`config.mk`:
```
export PLATFORM = sky130hd
export DESIGN_NAME = mem_port_arbiter
export DESIGN_NICKNAME = d
export VERILOG_FILES = /design/src/rtl/mem_port_arbiter_pkg.sv /design/src/rtl/mem_port_arbiter_sat_counter.sv /design/src/rtl/mem_port_arbiter.sv
export SDC_FILE = /design/constraint.sdc
export NUM_CORES = 1
export LEC_CHECK = 0
export CORE_MARGIN = 5
export CORE_UTILIZATION = 36
export CTS_BUF_LIST = sky130_fd_sc_hd__clkbuf_4
export DETAILED_ROUTE_END_ITERATION = 6
export GPL_TIMING_DRIVEN = 1
export PLACE_DENSITY = 0.81
export SLEW_MARGIN = 0
export SYNTH_ARGS = -nofsm -noshare
export SYNTH_HDL_FRONTEND = slang
export SYNTH_SLANG_ARGS = --single-unit
```
`constraint.sdc`:
```
create_clock -name clk -period 2.2 [get_ports clk]
set_input_delay 0.33 -clock clk [delete_from_list [all_inputs] [get_ports clk]]
set_output_delay 0.33 -clock clk [all_outputs]
set_load 0.03 [all_outputs]
```
`src/rtl/mem_port_arbiter_pkg.sv`:
```
// arb_defs: shared state/owner encodings and default limits for the memory port arbiter
package arb_defs;
    localparam logic [1:0] IDLE  = 2'd0;
    localparam logic [1:0] ISSUE = 2'd1;
    localparam logic [1:0] WAIT  = 2'd2;
    localparam logic OWN_FETCH = 1'b0;
    localparam logic OWN_DATA  = 1'b1;
    localparam int DEF_MAX_DATA_RUN = 4;
    localparam int DEF_TIMEOUT      = 31;
endpackage

```
`src/rtl/mem_port_arbiter_sat_counter.sv`:
```
// arb_sat_counter: saturating up-counter with synchronous clear and terminal-count flag
module arb_sat_counter #(
    parameter int W     = 3,
    parameter int LIMIT = 4
) (
    input  logic clk,
    input  logic rst,
    input  logic clr,
    input  logic inc,
    output logic tc
);
    logic [W-1:0] cnt_q, cnt_d;

    // clear wins over increment; increment stops at LIMIT
    always_comb begin
        cnt_d = clr ? '0 : (inc && cnt_q != W'(LIMIT)) ? cnt_q + W'(1) : cnt_q;
    end

    // count register
    always_ff @(posedge clk) begin
        if (rst) cnt_q <= '0;
        else     cnt_q <= cnt_d;
    end

    assign tc = (cnt_q == W'(LIMIT));
endmodule

```
`src/rtl/mem_port_arbiter.sv`:
```
// mem_port_arbiter: shares one multi-cycle memory port between fetch and data requesters
module mem_port_arbiter import arb_defs::*; #(
    parameter int ADDR_W       = 16,
    parameter int DATA_W       = 16,
    parameter int MAX_DATA_RUN = DEF_MAX_DATA_RUN,
    parameter int TIMEOUT      = DEF_TIMEOUT
) (
    input  logic              clk,
    input  logic              rst,
    input  logic              fReq,
    input  logic [ADDR_W-1:0] fAddr,
    input  logic              dReq,
    input  logic              dWr,
    input  logic [ADDR_W-1:0] dAddr,
    input  logic [DATA_W-1:0] dWrData,
    output logic              fStall,
    output logic              dStall,
    output logic              fDone,
    output logic              dDone,
    output logic [DATA_W-1:0] rdData,
    output logic              memEn,
    output logic              memWr,
    output logic [ADDR_W-1:0] memAddr,
    output logic [DATA_W-1:0] memWrData,
    input  logic              memDone,
    input  logic [DATA_W-1:0] memRdData,
    output logic              err
);
    localparam int RUN_W  = $clog2(MAX_DATA_RUN + 1);
    localparam int BUSY_W = $clog2(TIMEOUT + 1);

    logic [1:0]        state_q, state_d;
    logic              owner_q, owner_d;
    logic [ADDR_W-1:0] addr_q, addr_d;
    logic              wr_q, wr_d;
    logic [DATA_W-1:0] wdata_q, wdata_d;
    logic              err_q, err_d;
    logic in_issue, in_wait, done, f_done, d_done, f_elig, d_elig;
    logic decide, grant, grant_data, run_tc, busy_tc, timeout, req_drop;

    // grant decision, next-state and sticky error detection
    always_comb begin
        in_issue   = (state_q == ISSUE);
        in_wait    = (state_q == WAIT);
        timeout    = in_wait & ~memDone & busy_tc;
        done       = ~rst & in_wait & (memDone | busy_tc);
        f_done     = done & (owner_q == OWN_FETCH);
        d_done     = done & (owner_q == OWN_DATA);
        f_elig     = fReq & ~f_done;
        d_elig     = dReq & ~d_done;
        decide     = (state_q == IDLE) | (in_wait & memDone);
        grant      = decide & (f_elig | d_elig);
        grant_data = d_elig & ~(run_tc & f_elig);
        req_drop   = (in_issue | in_wait) & ~((owner_q == OWN_DATA) ? dReq : fReq);
        state_d    = grant ? ISSUE : (in_issue | (in_wait & ~done)) ? WAIT : IDLE;
        owner_d    = grant ? (grant_data ? OWN_DATA : OWN_FETCH) : owner_q;
        addr_d     = grant ? (grant_data ? dAddr : fAddr) : addr_q;
        wr_d       = grant ? (grant_data & dWr) : wr_q;
        wdata_d    = grant ? (grant_data ? dWrData : '0) : wdata_q;
        err_d      = err_q | (memDone & ((state_q == IDLE) | in_issue)) | timeout
                   | (grant & addr_d[0]) | req_drop;
    end

    // transaction registers
    always_ff @(posedge clk) begin
        if (rst) begin
            state_q <= IDLE;
            owner_q <= OWN_FETCH;
            addr_q  <= '0;
            wr_q    <= 1'b0;
            wdata_q <= '0;
            err_q   <= 1'b0;
        end else begin
            state_q <= state_d;
            owner_q <= owner_d;
            addr_q  <= addr_d;
            wr_q    <= wr_d;
            wdata_q <= wdata_d;
            err_q   <= err_d;
        end
    end

    arb_sat_counter #(.W(RUN_W), .LIMIT(MAX_DATA_RUN)) u_run (
        .clk(clk), .rst(rst),
        .clr(grant & (~grant_data | ~fReq)),
        .inc(grant & grant_data & fReq),
        .tc(run_tc)
    );

    arb_sat_counter #(.W(BUSY_W), .LIMIT(TIMEOUT)) u_busy (
        .clk(clk), .rst(rst),
        .clr(grant),
        .inc(state_q != IDLE),
        .tc(busy_tc)
    );

    assign fDone     = f_done;
    assign dDone     = d_done;
    assign fStall    = fReq & ~f_done;
    assign dStall    = dReq & ~d_done;
    assign rdData    = (done & memDone) ? memRdData : '0;
    assign memEn     = in_issue;
    assign memWr     = wr_q & (state_q != IDLE);
    assign memAddr   = addr_q;
    assign memWrData = wdata_q;
    assign err       = err_q;
endmodule

```
Word level (Yosys, flattened, before mapping) --
Index checks and enable logic that the tools add are counted.
Storage, ports and cells: bits in latches 0, register bits after elaboration 45, memories 0, memory bits (writable) 0, output and inout port bits 55, memory bits (read-only) 0
Cells by class: equality and inequality tests 6, $add $sub $neg 2, divide/modulo/power cells 0, reductions and logical operators 6, multiplexer cells 8, bitwise gates (word level) 43, multipliers 0, shifts and indexed selects 0, $lt $le $gt $ge 0
Operator list (count):
- two-way mux 16 bit | 3
- AND 1 bit | 22
- OR 1 bit | 11
- NOT 1 bit | 10
- adder 5 x 1 -> 5 bit (second input constant) | 1
- equality test 5 bit (second input constant) | 1
- inequality test 5 bit (second input constant) | 1
- two-way mux 1 bit | 4
- OR reduction 2 bit | 2
- adder 3 x 1 -> 3 bit (second input constant) | 1
- equality test 3 bit (second input constant) | 1
- inequality test 3 bit (second input constant) | 1
- equality test 2 x 1 -> 1 bit (second input constant) | 1
- equality test 2 bit (second input constant) | 1
- logical AND 1 bit | 2
- logical NOT 2 bit | 1
- two-way mux 2 bit | 1
- nonzero test 2 bit | 1

Logic depth before layout (Yosys ltp) --
Gate-level depths: netlist (run 1).
depth after elaboration 14, depth in mapped cells 11, depth with buffers taken out 8

By module --
A second synthesis (run 1) with hierarchy kept.
Second synthesis, totals: cells, all modules 200, area, all modules 2165.8 um^2
By module, submodules not included:
- mem_port_arbiter | area each 1739.2 um^2, cells each 156, times used 1
- arb_sat_counter at u_busy | area each 239.0 um^2, cells each 26, times used 1
- arb_sat_counter at u_run | area each 187.7 um^2, cells each 18, times used 1

Worst setup path before layout (run 1) --
OpenSTA, ideal clock, no wires.
path type reg-to-reg, start register u_busy.cnt_q[0], end register wdata_q[10], in the netlist memWrData[10], library setup time 58 ps, buffers on the path 3, clock period less this slack 2375 ps, slack -175 ps, data arrival time 2317 ps, stages on the path, launching flop included 11, data required time 2142 ps, cell sequence dfxtp_1 > ha_1 > and3_1 > ha_1 > or2_0 > buf_6 > a31o_1 > buf_6 > nor4_4 > buf_6 > a22o_2
Between the ends: cells in the longest elaborated chain, start to end 10, elaborated cells between the ends (all ways) 15, classes of those cells eq/ne (1); mux (1); bitwise (13)
RTL lines:
- start: declaration | RTL line mem_port_arbiter_sat_counter.sv:12 | logic [W-1:0] cnt_q, cnt_d;
- start signal: assignment | RTL line mem_port_arbiter_sat_counter.sv:22 | else cnt_q <= cnt_d;
- equality test 5 bit * | RTL line mem_port_arbiter_sat_counter.sv:25 | assign tc = (cnt_q == W'(LIMIT));
- OR 1 bit * | RTL line mem_port_arbiter.sv:46 | done = ~rst & in_wait & (memDone | busy_tc);
- AND 1 bit * | RTL line mem_port_arbiter.sv:46
- AND 1 bit | RTL line mem_port_arbiter.sv:47 | f_done = done & (owner_q == OWN_FETCH);
- NOT 1 bit | RTL line mem_port_arbiter.sv:49 | f_elig = fReq & ~f_done;
- AND 1 bit | RTL line mem_port_arbiter.sv:49
- AND 1 bit | RTL line mem_port_arbiter.sv:53 | grant_data = d_elig & ~(run_tc & f_elig);
- NOT 1 bit | RTL line mem_port_arbiter.sv:53
- AND 1 bit | RTL line mem_port_arbiter.sv:53
- two-way mux 16 bit | RTL line mem_port_arbiter.sv:59 | wdata_d = grant ? (grant_data ? dWrData : '0) : wdata_q;
- end signal: assignment | RTL line mem_port_arbiter.sv:78 | wdata_q <= wdata_d;
- end: declaration | RTL line mem_port_arbiter.sv:36 | logic [DATA_W-1:0] wdata_q, wdata_d;
Mark *: on every way between the ends. The rest lies on a longest branch, timed or not. A chain may end at the register's enable or synchronous reset.

Worst setup path after layout (run 1) --
start register u_busy.cnt_q[1], end register addr_q[5], in the netlist memAddr[5]
Between the ends: cells in the longest elaborated chain, start to end 10, elaborated cells between the ends (all ways) 15, classes of those cells eq/ne (1); mux (1); bitwise (13)
RTL lines:
- equality test 5 bit * | RTL line mem_port_arbiter_sat_counter.sv:25
- OR 1 bit * | RTL line mem_port_arbiter.sv:46
- AND 1 bit * | RTL line mem_port_arbiter.sv:46
- AND 1 bit | RTL line mem_port_arbiter.sv:47
- NOT 1 bit | RTL line mem_port_arbiter.sv:49
- AND 1 bit | RTL line mem_port_arbiter.sv:49
- AND 1 bit | RTL line mem_port_arbiter.sv:53
- NOT 1 bit | RTL line mem_port_arbiter.sv:53
- AND 1 bit | RTL line mem_port_arbiter.sv:53
- two-way mux 16 bit | RTL line mem_port_arbiter.sv:57 | addr_d = grant ? (grant_data ? dAddr : fAddr) : addr_q;
- end signal: assignment | RTL line mem_port_arbiter.sv:76 | addr_q <= addr_d;
- end: declaration | RTL line mem_port_arbiter.sv:34 | logic [ADDR_W-1:0] addr_q, addr_d;
Marks and branches as above.

==> results of run 1 <==
-- state kept, by name, indices dropped and copies added, names as in the netlist --
signal	cells
err	1
wr_q	1
u_busy.cnt_q	5
owner_q	1
state_q	2
memWrData	16
memAddr	16
u_run.cnt_q	3
-- path summary, 6_finish.rpt --
check	startpoint	end	slack, ns	depth (start not counted)
worst min register to register	memWrData[5]$_SDFFE_PP0P_	memWrData[5]$_SDFFE_PP0P_	0.49	1
worst max register to register	u_busy.cnt_q[1]$_SDFFE_PP0P_	memAddr[5]$_SDFFE_PP0P_	-0.12	10
worst max-delay path	u_busy.cnt_q[1]$_SDFFE_PP0P_	memAddr[5]$_SDFFE_PP0P_	-0.12	10
worst min-delay path	memWrData[5]$_SDFFE_PP0P_	memWrData[5]$_SDFFE_PP0P_	0.49	1
-- layout make-up --
class / count / share of cell area (%)
clock buffer: 6 / 1.029
clock inverter: 1 / 0.08579
inverter: 25 / 2.145
multi-input combinational: 149 / 35.00
sequential: 45 / 20.65
tap: 75 / 2.145
timing repair buffer: 166 / 38.95
-- power by group through the flow --
stage	registers (µW)	clock network (µW)	logic, µW
floorplan	1040	0	240
finish	923	380	900
global route	931	424	945
detailed placement	937	0	688
global placement	936	0	678
CTS	919	394	738
-- worst max-delay path: stages, from the launching register on --
cell and delay (ns):
sky130_fd_sc_hd__dfxtp_2 0.36, sky130_fd_sc_hd__ha_4 0.16, sky130_fd_sc_hd__and3_4 0.18, sky130_fd_sc_hd__ha_4 0.15, sky130_fd_sc_hd__or2_1 0.23, sky130_fd_sc_hd__buf_6 0.15
sky130_fd_sc_hd__a311oi_4 0.33, sky130_fd_sc_hd__buf_6 0.23, sky130_fd_sc_hd__clkbuf_16 0.17, sky130_fd_sc_hd__nand3_2 0.09, sky130_fd_sc_hd__o221ai_1 0.19
-- layer usage --
layer | vias up | wire length, µm | track usage, %
li1 | 1211 | - | -
met1 | 1231 | 3164 | 20.96
met2 | 104 | 4585 | 35.22
met3 | 15 | 671 | 4.655
met4 | 0 | 197 | 3.846
met5 | - | 0 | 0
-- synthesized netlist by cell type, types with 3 or more instances --
master                      number
sky130_fd_sc_hd__o2111ai_1      16
sky130_fd_sc_hd__a22o_1          8
sky130_fd_sc_hd__nor2b_1         3
sky130_fd_sc_hd__a22o_2          9
sky130_fd_sc_hd__ha_1            7
sky130_fd_sc_hd__clkbuf_1       12
sky130_fd_sc_hd__buf_2           6
sky130_fd_sc_hd__a211oi_1        5
sky130_fd_sc_hd__a21oi_1         6
sky130_fd_sc_hd__o221ai_1       17
sky130_fd_sc_hd__and3_1         17
sky130_fd_sc_hd__nand3_1        21
sky130_fd_sc_hd__nor2_1          8
sky130_fd_sc_hd__o21ai_0         4
sky130_fd_sc_hd__buf_6           3
sky130_fd_sc_hd__inv_1          25
sky130_fd_sc_hd__nand2_1         6
sky130_fd_sc_hd__dfxtp_1        45
-- what timing repair did --
action | CTS | global route
setup endpoints to repair | 53 | 58
setup buffers | 5 | 6
hold buffers | 0 | 0
cloned | 0 | 7
pin swaps | 4 | 19
gates resized for setup | 35 | 44
-- cells by family (layout without fill, tap and decap cells) --
kind of cell | after synthesis | after routing | share of synthesized area (%)
XOR/XNOR | 4 | 4 | 1.573
adder cells (fa/ha/maj) | 7 | 7 | 3.932
AO/OA/AOI/OAI | 71 | 71 | 27.19
flip-flops | 45 | 45 | 40.45
AND/OR/NAND/NOR | 65 | 65 | 16.41
multiplexers | 2 | 2 | 0.8989
buffers and inverters | 48 | 198 | 9.550
-- per-stage QoR --
| stage | power [µW] | setup TNS (ns) | instances | area (µm²) |
|---|---|---|---|---|
| floorplan | 1277 | -0.7588 | 242 | 2262 |
| global placement | 1614 | -0.03532 | 442 | 3661 |
| detailed placement | 1625 | -1.197 | 442 | 3661 |
| CTS | 2051 | -2.734 | 454 | 3923 |
| global route | 2299 | -5.377 | 467 | 4375 |
| finish | 2203 | -2.324 | 467 | 4375 |
==> summary.txt, run 1 <==
POWER
----------------------------------------------------------------------------------------
Worst supply voltage drop on vdd                                                323.3 µV
Power density cells                                                         503.5 nW/µm²
Switching power share of the total                                                33.51%
Power share of the sequential group                                                41.9%
Fraction of power consumed by the clock network                                    17.2%
Int Power                                                                        1465 µW
Lkg Pwr                                                                      0.001687 µW
Sw Pwr                                                                          738.3 µW
Combinational group share of total power                                           40.9%

DETAILED ROUTING
----------------------------------------------------------------------------------------
Total wirelength of the detailed-routed design                                  8.618 mm
Detailed-route wire length per cell                                             18.45 µm
Count of unresolved DRC violations after routing                                       0
Avg Vias per Cell                                                                  5.484
Remaining antenna violation count                                                      0
Number of search-and-repair iterations in the first detailed-routing pass              4
Total number of vias                                                                2561
Detailed router's first-iteration violation count                                    113

GLOBAL ROUTING
----------------------------------------------------------------------------------------
Total routing usage reported by global routing                                    18.64%
First-pass GRT wire length                                                      11.63 mm
Number of global-route vias before repair                                           2395
Sum of overflow across all layers after global routing                                 0
Antenna violations before repair                                                       0
Pin count of the biggest net entering global routing                                  34

FLOORPLANNING
----------------------------------------------------------------------------------------
Number of top-level design ports                                                     125
Number of rows created at floorplan                                                   28
Core ar.                                                                        5956 µm²
Die Wd                                                                          88.66 µm
Height of the chip                                                              88.66 µm
Initial Utilization                                                               37.39%
Area of the die                                                                 7860 µm²

TIMING
----------------------------------------------------------------------------------------
Worst clock skew on the final layout                                         0.007632 ns
RSZ-0062 raised after global routing                                                 yes
Pin slew with the least headroom to its limit                                  0.6211 ns
Final setup violating endpoints                                                       38
Hold Vio Cnt, Final                                                                    0
Final hold slack                                                               0.4930 ns
Relative max-transition margin                                                    58.60%
Post-route clock period utilization                                               105.4%
Minimum setup slack in the final design                                       -0.1198 ns
Max Slew Vio Count                                                                     0
Time the worst path needs with I/O delays and setup                             2.320 ns
Top achievable clock speed                                                     431.1 MHz

CELLS AND AREA
----------------------------------------------------------------------------------------
Multi-input logic area                                                          1531 µm²
Finished Core Util                                                                73.47%
Most frequent standard cell in the layout excluding fill and tap cells      sky130_fd_sc_hd__clkdlybuf4s50_1
Number of fill cells                                                                 432
Layout cells sized above 1                                                        34.95%
Total inserted antenna cells                                                           0
Sequential cell area                                                           903.4 µm²
Signed area change from the synthesized netlist to the final layout               96.46%
Top library cells by usage in the layout, fill and taps aside               sky130_fd_sc_hd__clkdlybuf4s50_1 (103), sky130_fd_sc_hd__dfxtp_1 (43), sky130_fd_sc_hd__buf_4 (41)
Layout Nets                                                                          469

PLACED DESIGN
----------------------------------------------------------------------------------------
Input/output buffers                                                                 124
GPL Wtd Cong                                                                      0.7807
Pre-CTS setup slack                                                          -0.07835 ns
Post-DP HPWL                                                                    5.568 mm

WORST SETUP PATH
----------------------------------------------------------------------------------------
Sort of element at the end of the critical path                                flip-flop
Req. time, crit path                                                             2.47 ns
Critical Path Fanout Max                                                               7
Startpoint types                                                               flip-flop
Category of the most critical setup path                                         reg2reg
CP arrival                                                                       2.59 ns

CLOCK TREE
----------------------------------------------------------------------------------------
Clock insertion delay at the later pin of the skew report                        0.35 ns
Largest buffer count on any clock path                                                 2
Clock Pin Slew Worst Setup and Hold Paths                                        0.12 ns
H-Tree Depth                                                                           2
Inserted Clock Buffers                                                                 5
TritonCTS clock tree                                                                done
Root cell of the clock tree                                                 sky130_fd_sc_hd__clkbuf_4
Clock sink total                                                                      45

SYNTHESIS
----------------------------------------------------------------------------------------
Post-synthesis instance area                                                    2227 µm²
Sequential cell area fraction in the yosys report                                 40.45%
Count of cell types in the netlist                                                    37
Leading cell types by total area after synthesis                            sky130_fd_sc_hd__dfxtp_1 (40%), sky130_fd_sc_hd__o221ai_1 (6.7%), sky130_fd_sc_hd__o2111ai_1 (6.3%)
Fraction of post-synthesis cell area in the top cell type by area                 40.45%
Primary FF master, synth                                                    sky130_fd_sc_hd__dfxtp_1
Cells after synthesis                                                                242
Number of storage elements in the synthesis netlist                                   45
Top cell type by total area after synthesis                                 sky130_fd_sc_hd__dfxtp_1
Per-instance average area after synthesis                                      9.203 µm²
Post-synthesis async set-or-reset flop share                                          0%
Warnings from Yosys                                                                    0
Mapped Nets                                                                          319
Number of flops mapped to enable cells by yosys                                        0

RUN STATUS
----------------------------------------------------------------------------------------
Violations in the final reports                                             setup timing
Status                                                                      finished, violations left

RUN
----------------------------------------------------------------------------------------
Reported max-cap violation count                                                       0

MIN PATH
----------------------------------------------------------------------------------------
Worst hold path class                                                            reg2reg

Note: power is estimated with default switching activity, not from simulation.
==> run 2, diff against run 1 <==
Settings changed: RECOVER_POWER set to 100.
==> run 2 against run 1 <==
  * The run still ends with setup timing left
  * Via count decreased by 0.20%
  * Wire length is 0.12% lower
  * Sequential cell count did not move
  * Critical path depth stayed put
  * Largest cell class unchanged
  * Critical endpoint unchanged
  * Worst setup slack better by 0.0010 ns
==> summary.txt, run 2 (synthesis gave the netlist of run 1 again) <==
RUN STATUS
----------------------------------------------------------------------------------------
Status                                                                      finished, violations left   unchanged
Violations in the final reports                                             setup timing   unchanged

PLACED DESIGN
----------------------------------------------------------------------------------------
Post-DP HPWL                                                                    5.568 mm   unchanged
Total instance count after detailed placement                                        442   unchanged
Input/output buffers                                                                 124   unchanged
GPL Wtd Cong                                                                      0.7807   unchanged
Pre-CTS setup slack                                                          -0.07835 ns   unchanged
Placement-stage cell area                                                       3661 µm²   unchanged

POWER
----------------------------------------------------------------------------------------
Combinational group share of total power                                           40.3%   was 40.9%
Int Power                                                                        1445 µW   was 1465 µW
Lkg Pwr                                                                      0.001776 µW   was 0.001687 µW
Switching power share of the total                                                33.81%   was 33.51%
Power share of the sequential group                                                42.2%   was 41.9%
Sw Pwr                                                                          737.9 µW   was 738.3 µW
Fraction of power consumed by the clock network                                    17.5%   was 17.2%
Power density cells                                                         498.8 nW/µm²   was 503.5 nW/µm²
Worst supply voltage drop on vdd                                                320.8 µV   was 323.3 µV

CELLS AND AREA
----------------------------------------------------------------------------------------
Sequential cell area                                                           903.4 µm²   unchanged
Number of fill cells                                                                 432   unchanged
Layout Nets                                                                          469   unchanged
Number of standard cells in the layout, taps in and fillers out                      467   unchanged
Area of all placed cells without fillers                                        4375 µm²   unchanged
Multi-input logic area                                                          1531 µm²   unchanged
Signed area change from the synthesized netlist to the final layout               96.46%   unchanged
Total inserted antenna cells                                                           0   unchanged
Top library cells by usage in the layout, fill and taps aside               sky130_fd_sc_hd__clkdlybuf4s50_1 (69), sky130_fd_sc_hd__dfxtp_1 (43), sky130_fd_sc_hd__buf_4 (41)   was sky130_fd_sc_hd__clkdlybuf4s50_1 (103), sky130_fd_sc_hd__dfxtp_1 (43), sky130_fd_sc_hd__buf_4 (41)
Most frequent standard cell in the layout excluding fill and tap cells      sky130_fd_sc_hd__clkdlybuf4s50_1   unchanged
Layout cells sized above 1                                                        34.95%   unchanged

DETAILED ROUTING
----------------------------------------------------------------------------------------
Total wirelength of the detailed-routed design                                  8.608 mm   was 8.618 mm
Detailed-route wire length per cell                                             18.43 µm   was 18.45 µm
Avg Vias per Cell                                                                  5.473   was 5.484
Total number of vias                                                                2556   was 2561
Count of unresolved DRC violations after routing                                       0   unchanged
Number of search-and-repair iterations in the first detailed-routing pass              4   unchanged
Detailed router's first-iteration violation count                                    119   was 113
Remaining antenna violation count                                                      0   unchanged

FLOORPLANNING
----------------------------------------------------------------------------------------
Area of the die                                                                 7860 µm²   unchanged
Number of rows created at floorplan                                                   28   unchanged
Die Wd                                                                          88.66 µm   unchanged
Core ar.                                                                        5956 µm²   unchanged
Height of the chip                                                              88.66 µm   unchanged
Initial Utilization                                                               37.39%   unchanged
Number of top-level design ports                                                     125   unchanged

WORST SETUP PATH
----------------------------------------------------------------------------------------
Biggest cell delay along the critical path                                       0.36 ns   about the same
Category of the most critical setup path                                         reg2reg   unchanged
CP arrival                                                                       2.59 ns   about the same
Buffers and inverters on the worst path                                                3   unchanged
Startpoint types                                                               flip-flop   unchanged
Slowest-stage cell, CP                                                      sky130_fd_sc_hd__dfxtp_2   unchanged
Cell chain of the critical path                                             ha_4 -> and3_4 -> ha_4 -> or2_1 -> buf_6 -> a311oi_4 -> buf_6 -> clkbuf_16 -> nand3_2 -> o221ai_1   unchanged
Req. time, crit path                                                             2.47 ns   about the same
Largest delay share family, worst path                                      buffers and inverters   unchanged
Critical Path Fanout Max                                                               7   unchanged
Sort of element at the end of the critical path                                flip-flop   unchanged

TIMING
----------------------------------------------------------------------------------------
Worst clock skew on the final layout                                         0.009381 ns   was 0.007632 ns
Top achievable clock speed                                                     431.3 MHz   was 431.1 MHz
Pin slew with the least headroom to its limit                                  0.6193 ns   was 0.6211 ns
Final setup violating endpoints                                                       38   unchanged
Time the worst path needs with I/O delays and setup                             2.319 ns   was 2.320 ns
Max Slew Vio Count                                                                     0   unchanged
RSZ-0062 raised after global routing                                                 yes   unchanged
Minimum setup slack in the final design                                       -0.1187 ns   was -0.1198 ns
Post-route clock period utilization                                               105.4%   about the same
Relative max-transition margin                                                    58.71%   was 58.60%
Hold Vio Cnt, Final                                                                    0   unchanged

GLOBAL ROUTING
----------------------------------------------------------------------------------------
Sum of overflow across all layers after global routing                                 0   unchanged
Total routing usage reported by global routing                                    18.64%   unchanged
Number of global-route vias before repair                                           2395   unchanged
Pin count of the biggest net entering global routing                                  34   unchanged
First-pass GRT wire length                                                      11.63 mm   unchanged
Antenna violations before repair                                                       0   unchanged

CLOCK TREE
----------------------------------------------------------------------------------------
Root cell of the clock tree                                                 sky130_fd_sc_hd__clkbuf_4   unchanged
Clock Pin Slew Worst Setup and Hold Paths                                        0.12 ns   about the same
Number of hold buffers added after cts                                                 0   unchanged
Largest buffer count on any clock path                                                 2   unchanged
TritonCTS clock tree                                                                done   unchanged
H-Tree Depth                                                                           2   unchanged
Clock insertion delay at the later pin of the skew report                        0.35 ns   about the same
Inserted Clock Buffers                                                                 5   unchanged
Clock sink total                                                                      45   unchanged

MIN PATH
----------------------------------------------------------------------------------------
Worst hold path class                                                            reg2reg   unchanged

RUN
----------------------------------------------------------------------------------------
Reported max-cap violation count                                                       0   unchanged

==> run 2: changes by cell type in the layout (fill, tap and decap cells not counted) <==
cell                              previous run  this run
sky130_fd_sc_hd__clkdlybuf4s50_1           103        69
sky130_fd_sc_hd__dlygate4sd3_1               0        34
==> run 2: repair_timing <==
item                       4_1_cts  5_1_grt
resized for setup               35       44
pin swaps                        4       19
cloned                           0        7
setup endpoints to repair       53       58
setup buffers                    5        6
==> run 2: routing by layer <==
metal,track usage (%),vias to the layer above,wire length (µm)
li1,-,1211,-
met1,20.96,1224,3137
met2,35.22,106,4597
met3,4.655,15,676
met4,3.846,0,197
met5,0,-,0
==> run 2: cell type report <==
cell class                      instances  share of cell area [%]
Clock buffer                            6                   1.029
Clock inverter                          1                 0.08579
Inverter                               25                   2.145
Multi-Input combinational cell        149                   35.00
Sequential cell                        45                   20.65
Tap cell                               75                   2.145
Timing Repair Buffer                  166                   38.95
==> run 2: path summary, 6_finish.rpt <==
| kind | start | endpoint | cells after the start | slack, ns |
|---|---|---|---|---|
| worst max-delay path | u_busy.cnt_q[1]$_SDFFE_PP0P_ | memAddr[5]$_SDFFE_PP0P_ | 10 | -0.12 |
| worst max register to register | u_busy.cnt_q[1]$_SDFFE_PP0P_ | memAddr[5]$_SDFFE_PP0P_ | 10 | -0.12 |
| worst min register to register | memWrData[5]$_SDFFE_PP0P_ | memWrData[5]$_SDFFE_PP0P_ | 1 | 0.49 |
| worst min-delay path | memWrData[5]$_SDFFE_PP0P_ | memWrData[5]$_SDFFE_PP0P_ | 1 | 0.49 |
==> run 2: power groups by stage <==
| stage | clock [µW] | combinational (µW) | sequential (µW) |
|---|---|---|---|
| finish | 382 | 880 | 920 |
| floorplan | 0 | 240 | 1040 |
| CTS | 394 | 738 | 919 |
| global placement | 0 | 678 | 936 |
| global route | 424 | 925 | 928 |
| detailed placement | 0 | 688 | 937 |
==> run 2: per-stage QoR <==
stage	setup TNS (ns)	hold WS, ns	util, %	power [µW]
floorplan	-0.7588	0.4412	-	1277
global placement	-0.03532	0.4550	61.47	1614
detailed placement	-1.197	0.4627	61.47	1625
CTS	-2.734	0.4967	65.86	2051
global route	-5.377	0.5121	73.47	2277
finish	-2.200	0.4892	73.47	2182
